$ cat src/rtl/instr_encoder_ls_shift.sv
// Encoder/loader for the RV32I lw/sw/shift subset: packs operation fields into
// 32-bit words and writes them to consecutive instruction-memory addresses.
module instr_encoder_ls_shift #(
    parameter int                ADDR_W    = 8,
    parameter logic [ADDR_W-1:0] BASE_ADDR = '0
) (
    input  logic              clk_i,
    input  logic              rst_ni,
    input  logic              start_i,
    input  logic              op_valid_i,
    output logic              op_ready_o,
    input  logic [2:0]        op_i,
    input  logic [4:0]        rd_i,
    input  logic [4:0]        rs1_i,
    input  logic [4:0]        rs2_i,
    input  logic [31:0]       imm_i,
    output logic              mem_we_o,
    output logic [ADDR_W-1:0] mem_addr_o,
    output logic [31:0]       mem_wdata_o,
    input  logic              mem_ack_i,
    output logic              err_o,
    output logic [ADDR_W:0]   count_o,
    output logic              full_o
);

    typedef enum logic [1:0] {
        ST_IDLE  = 2'd0,
        ST_WRITE = 2'd1,
        ST_FULL  = 2'd2
    } state_t;

    localparam logic [2:0] OP_LW   = 3'd0;
    localparam logic [2:0] OP_SW   = 3'd1;
    localparam logic [2:0] OP_SLL  = 3'd2;
    localparam logic [2:0] OP_SRA  = 3'd4;
    localparam logic [2:0] OP_SLLI = 3'd5;
    localparam logic [2:0] OP_SRAI = 3'd7;

    localparam logic [ADDR_W:0] CAPACITY = {1'b1, {ADDR_W{1'b0}}};

    state_t              state_q;
    logic [ADDR_W-1:0]   ptr_q;
    logic [ADDR_W:0]     count_q;
    logic [31:0]         wdata_q;
    logic                err_q;

    logic [31:0]         word_d;
    logic                legal_d;
    logic [2:0]          funct3;
    logic [6:0]          funct7;
    logic [ADDR_W:0]     count_inc;

    // Shift direction and arithmetic flag are shared by the R- and I-type forms.
    always_comb begin
        funct3 = ((op_i == OP_SLL) || (op_i == OP_SLLI)) ? 3'b001 : 3'b101;
        funct7 = ((op_i == OP_SRA) || (op_i == OP_SRAI)) ? 7'b0100000 : 7'b0000000;
        word_d  = 32'd0;
        legal_d = 1'b1;
        case (op_i)
            OP_LW: begin
                word_d  = {imm_i[11:0], rs1_i, 3'b010, rd_i, 7'b0000011};
                legal_d = (&imm_i[31:11]) | ~(|imm_i[31:11]);
            end
            OP_SW: begin
                word_d  = {imm_i[11:5], rs2_i, rs1_i, 3'b010, imm_i[4:0], 7'b0100011};
                legal_d = (&imm_i[31:11]) | ~(|imm_i[31:11]);
            end
            3'd2, 3'd3, 3'd4: begin
                word_d  = {funct7, rs2_i, rs1_i, funct3, rd_i, 7'b0110011};
                legal_d = 1'b1;
            end
            default: begin
                word_d  = {funct7, imm_i[4:0], rs1_i, funct3, rd_i, 7'b0010011};
                legal_d = ~(|imm_i[31:5]);
            end
        endcase
    end

    assign count_inc = count_q + (ADDR_W+1)'(1);

    always_ff @(posedge clk_i) begin
        if (!rst_ni) begin
            state_q <= ST_IDLE;
            ptr_q   <= BASE_ADDR;
            count_q <= '0;
            wdata_q <= 32'd0;
            err_q   <= 1'b0;
        end else begin
            err_q <= 1'b0;
            case (state_q)
                ST_IDLE: begin
                    if (start_i) begin
                        ptr_q   <= BASE_ADDR;
                        count_q <= '0;
                    end else if (op_valid_i) begin
                        if (legal_d) begin
                            wdata_q <= word_d;
                            state_q <= ST_WRITE;
                        end else begin
                            err_q <= 1'b1;
                        end
                    end
                end
                ST_WRITE: begin
                    // start_i is deliberately not looked at while a write is pending.
                    if (mem_ack_i) begin
                        ptr_q   <= ptr_q + ADDR_W'(1);
                        count_q <= count_inc;
                        state_q <= (count_inc == CAPACITY) ? ST_FULL : ST_IDLE;
                    end
                end
                ST_FULL: begin
                    if (start_i) begin
                        ptr_q   <= BASE_ADDR;
                        count_q <= '0;
                        state_q <= ST_IDLE;
                    end
                end
                default: state_q <= ST_IDLE;
            endcase
        end
    end

    assign op_ready_o  = (state_q == ST_IDLE);
    assign mem_we_o    = (state_q == ST_WRITE);
    assign full_o      = (state_q == ST_FULL);
    assign mem_addr_o  = ptr_q;
    assign mem_wdata_o = wdata_q;
    assign err_o       = err_q;
    assign count_o     = count_q;

endmodule

$ cat config.mk
export PLATFORM = sky130hd
export DESIGN_NAME = instr_encoder_ls_shift
export DESIGN_NICKNAME = d
export VERILOG_FILES = /design/src/rtl/instr_encoder_ls_shift.sv
export SDC_FILE = /design/constraint.sdc
export NUM_CORES = 1
export LEC_CHECK = 0
export ABC_AREA = 0
export CAP_MARGIN = 20
export CORE_ASPECT_RATIO = 2
export CORE_MARGIN = 5
export CORE_UTILIZATION = 43
export CTS_CLUSTER_DIAMETER = 50
export DETAILED_ROUTE_END_ITERATION = 16
export PLACE_DENSITY = 0.88
export SKIP_LAST_GASP = 1
export SLEW_MARGIN = 20
export SYNTH_ARGS = -nofsm -noshare
export SYNTH_HDL_FRONTEND = slang
export SYNTH_SLANG_ARGS = --single-unit
$ cat constraint.sdc
create_clock -name clk_i -period 2.85 [get_ports clk_i]
set_clock_uncertainty 0.15 [all_clocks]
set_input_delay 0.57 -clock clk_i [delete_from_list [all_inputs] [get_ports clk_i]]
set_output_delay 0.57 -clock clk_i [all_outputs]
set_load 0.02 [all_outputs]
After elaboration in Yosys (flattened, before gate mapping)
Cells that the tools add are included.
{ "totals": {"word_cells": 62, "in_bits": 55, "ff_bits": 52} }
{ "classes": {"n_addsub": 2, "mux": 18, "eq_ne": 15, "n_reduce_logical": 15, "n_bitwise": 7} }
{ "op_table": {"columns": ["cell", "n"], "rows": [
  ["32-bit one-hot mux with 3 select lines", 1],
  ["27-bit OR reduction", 1],
  ["21-bit AND reduction", 1],
  ["21-bit OR reduction", 1],
  ["9-bit two-way mux", 2],
  ["9-bit one-hot mux with 2 select lines", 1],
  ["8-bit two-way mux", 2],
  ["8-bit one-hot mux with 2 select lines", 1],
  ["2-bit two-way mux", 6],
  ["9-bit by 1-bit adder with 9-bit output, second input constant", 1],
  ["3-bit == test, second input constant", 3],
  ["9-bit == test, second input constant", 1],
  ["8-bit by 1-bit adder with 8-bit output, second input constant", 1],
  ["3-bit by 2-bit == test with 1-bit output, second input constant", 2],
  ["6-bit two-way mux", 1],
  ["2-bit by 1-bit != test with 1-bit output, second input constant", 3],
  ["2-bit != test, second input constant", 3],
  ["1-bit inverter", 6],
  ["2-bit one-hot mux with 3 select lines", 1],
  ["5-bit AND reduction", 1],
  ["4-bit AND reduction", 1],
  ["2-bit OR reduction", 2],
  ["4-bit OR reduction", 1],
  ["3-bit by 1-bit == test with 1-bit output, second input constant", 1],
  ["other kinds (12)", 13]
]} }

Logic depth before layout (Yosys ltp)
{ "depth": {"depth_word": 8, "ltp_mapped": 8, "ltp_nobuf": 6} }

Least setup slack after synthesis
No wires, ideal clock.
{ "synth_timing": {"path_type": "in2reg", "start": "in imm_i[10]", "end": "reg wdata_q[22] (netlist: mem_wdata_o[22])", "arrival_time_ns": 2.312, "n_path_buf": 2, "required_time_ns": 2.641, "slack_ns": 0.329, "path_stages": 7, "path_cell_list": "or4_1 -> o31a_1 -> or3_1 -> buf_6 -> buf_8 -> a2111oi_2 -> a31o_1"} }
{ "synth_between": {"elab_chain_cells": 4} }
{ "synth_rtl": {"columns": ["item", "line", "rtl"], "rows": [
  ["from (decl)", "16", "input logic [31:0] imm_i,"],
  ["27-bit OR reduction", "74", "legal_d = ~(|imm_i[31:5]);"],
  ["1-bit inverter", "74", null],
  ["1-bit one-hot mux with 2 select lines", "59", "case (op_i)"],
  ["4-bit AND reduction (no source line)", null, null],
  ["to (signal assigned)", "97", "wdata_q <= word_d;"],
  ["to (decl)", "44", "logic [31:0] wdata_q;"]
]} }
Every way passes these cells.
A chain may end at the register's enable or synchronous reset.

Worst setup path in the final report
{ "layout_timing": {"start": "in imm_i[10]", "end": "reg wdata_q[30] (netlist: mem_wdata_o[30])"} }
{ "layout_between": {"elab_chain_cells": 4, "elab_cells_between_ends": 5, "cone_classes": "mux: 2; bitwise: 1; reduce/logical: 2"} }
{ "layout_rtl": {"columns": ["item", "line"], "rows": [
  ["27-bit OR reduction", "74"],
  ["1-bit inverter", "74"],
  ["1-bit one-hot mux with 2 select lines", "59"],
  ["4-bit AND reduction (no source line)", null]
]} }
Parallel ways exist; a longest one is shown, timed or not.

==> qor.txt <==
Synthesized area - 0.002520 mm^2
CP endpoint kind - flop
Final Hold Viols - 0
Die height - 118.3 um
Clock power share - 0.442
Worst rel slew slack - 0.5488
CP max FO - 10
Final WS setup - 97.46 ps
Critical Path Start - imm_i[10]
Power Total - 0.001713 W
CP Launch Type - input port
Yosys reg bits - 47
Post-synthesis sequential area ratio - 0.3734
Min-delay src - mem_wdata_o[14]
# IOs - 108
Via count - 2708
H-tree Lvls - 2
Gr usage total - 0.2070
Min cycle time layout - 2753 ps
DRT Pass-1 Iters - 5
Final period util - 0.9658
Vias per inst - 5.799
Worst-Margin Slew - 676.0 ps
Hold Path Stages - 2
CP Depth - 7
Drt total wl - 8049 um
Unrepaired setup endpoints after global routing - false
Slew Limit Fails - 0
Area delta synth->final - 54.42%
Max_cap viols - 0
Footprint of the multi-input gates - 0.001451 mm^2
Vias in the first global route - 2704
Worst path top cell family by delay - simple AND/OR/NAND/NOR gates
RR Startpoint - count_o[0]
Max stage delay on crit path - 540 ps
Critical Path RT - 2840 ps
Initial antenna violation count - 0
Largest net degree at the start of global routing - 32
CTS clk-pin slew, worst paths - 70 ps
DRT iter0 DRCs - 106
Post-Syn Instances - 295
Max Freq - 0.3633 GHz
Total CTS buffers - 5
CP Buf/Inv Count - 2
Outcome - completed
Register area - 940.9 um^2
EDFF count, synth - 0
Die area - 0.007584 mm^2
Min Hold Slack - 310.1 ps
FF-to-FF path depth - 6
Residual DRC - 0
Seq pwr share - 0.398
Total clock sinks - 47
ANT nets after route - 0
Root buf cell - clkbuf_16
Routed len/inst - 17.24 um
HP Class - flop to flop
CP max stage cell - or4_1
Post-synthesis async set-or-reset flop share - 0
Worst ir drop on vdd - 0.5016 mV
Internal cell power - 0.001319 W
Critical Path AT - 2740 ps
Hold Buf Count CTS - 0
Initial Util - 0.4414
Sw Pwr - 0.0003949 W
Layout cell share with drive strength beyond 1 - 0.1133
Final Setup Violations - 0
Row count - 39
Setup Crit Path Kind - input port to flop
Filler cells - 465
Distinct cells, synth - 51
Pleak - 1.459 nW
Yosys warns - 0
Power Dens Cells - 440.3 mW/mm^2
First-pass GRT wire length - 12810 um
Antenna diodes - 0
Worst path most repeated cell - a211oi_1
DP HPWL - 6254 um
Worst-skew pair later-pin latency - 290 ps
Switching Fraction - 0.2305
Global route total overflow - 0
Number of port buffers - 104
Final RePlAce weighted congestion - 0.8742
Die W - 64.13 um
Clock Tree Buf Depth - 2
Core footprint - 0.005709 mm^2
Worst slack at placement - -247.7 ps
CTS tree - yes
Ys flop type - dfxtp_1
CP cell instances - clkdlybuf4s50_1, or4_1, o31a_1, or3_4, buf_4, a211oi_1, a211oi_1
Nets - 463
Syn avg cell area - 8.542 um^2
Combinational power share - 0.160
cell type report:
type,instances,area share
Clock buffer,5,0.03215
Clock inverter,3,0.01736
Inverter,5,0.004823
Multi-Input combinational cell,221,0.3730
Sequential cell,47,0.2418
Tap cell,61,0.01961
Timing Repair Buffer,125,0.3113
layout by cell type, fill, tap and decap left out, types with 3 or more instances in the layout:
cell,count
a22oi_1,3
inv_1,5
a31o_1,3
clkdlybuf4s50_1,104
o21ai_0,4
a2111oi_2,3
dfxtp_1,47
ha_1,3
and3_1,3
xor2_1,6
nand2_1,26
nand2b_1,3
nand4_1,8
nor2_1,24
a21oi_1,11
mux2i_1,18
nand3b_1,4
nor2b_1,7
nor3_1,4
a211oi_1,5
conb_1,3
a2111oi_0,5
a31o_2,8
nand3_1,23
buf_4,20
nor4_1,7
a31oi_1,11
clkbuf_16,5
final timing paths:
path	to	slack, ps
worst min-delay path	mem_wdata_o[14]	310
worst max register to register	state_q[1]	820
worst max-delay path	mem_wdata_o[30]	100
worst min register to register	mem_wdata_o[14]	310
kinds of logic (layout without fill, tap and decap cells):
kind of cell / Yosys count / count (layout) / synth area share
and+or+nand+nor: 121 / 121 / 0.2468
AOI/OAI and AO/OA: 68 / 68 / 0.2031
DFF: 47 / 47 / 0.3734
buffers and inverters: 29 / 138 / 0.06008
muxes: 19 / 19 / 0.07597
xor gates and xnor gates: 7 / 7 / 0.02433
adders and majority gates: 3 / 3 / 0.01490
other: 1 / 3 / 0.001488
registers in the layout (all words and copies together) (netlist names):
name,count
mem_wdata_o,27
count_o,9
mem_addr_o,8
state_q,2
err_o,1
power groups by stage:
stage | Sequential [W] | Combinational (W) | Clock (W)
final | 0.000682 | 0.000274 | 0.000757
after global routing | 0.000683 | 0.000292 | 0.000796
after detailed placement | 0.000697 | 0.000272 | 0
after floorplan | 0.000712 | 0.000102 | 0
after global placement | 0.000696 | 0.000266 | 0
after CTS | 0.000682 | 0.000274 | 0.000762
per-layer routing:
layer,share of wire,up-vias,GRT usage
li1,-,1306,-
met1,0.36,1297,0.2090
met2,0.56,88,0.3974
met3,0.041,17,0.03605
met4,0.029,0,0.08535
met5,0,-,0
Yosys cell counts, types with 3 or more instances:
library cell   n  area share
dfxtp_1       47        0.37
nand2_1       26       0.039
nor2_1        24       0.036
nand3_1       23       0.046
mux2i_1       18       0.071
clkbuf_1      13       0.019
a21oi_1       11       0.022
a31oi_1       11       0.027
a31o_2         8       0.028
nand4_1        8       0.020
a2111oi_0      7       0.024
nor2b_1        7       0.017
nor4_1         7       0.017
xor2_1         6       0.021
a211oi_1       5       0.015
buf_4          5       0.015
inv_1          5      0.0074
buf_2          4      0.0079
nand3b_1       4       0.012
nor3_1         4      0.0079
o21ai_0        4      0.0079
a2111oi_2      3       0.018
a22oi_1        3      0.0089
a31o_1         3       0.010
and3_1         3      0.0074
ha_1           3       0.015
nand2b_1       3      0.0074
or3_1          3      0.0074
worst reg2reg max path, delay by kind of cell (launching register included):
kind	cells	cell delay, ps
AND/OR/NAND/NOR	3	650
flip-flops	1	470
adder cells (fa/ha/maj)	1	290
AO/OA/AOI/OAI	1	200
XOR/XNOR	1	190
timing repair:
item,in CTS,in global routing
buffers inserted,0,0
resized for setup,0,3
setup endpoints to repair,0,10
metrics by stage:
step	instance area, um^2	util	cells	TNS, ps
2_1_floorplan	2527	-	297	0
3_3_place_gp	3691	0.6465	459	-2223
3_5_place_dp	3691	0.6465	459	-3095
4_1_cts	3884	0.6803	467	0
5_1_grt	3891	0.6816	467	0
6_report	3891	0.6816	467	0
Note: power is estimated with default switching activity, not from simulation.
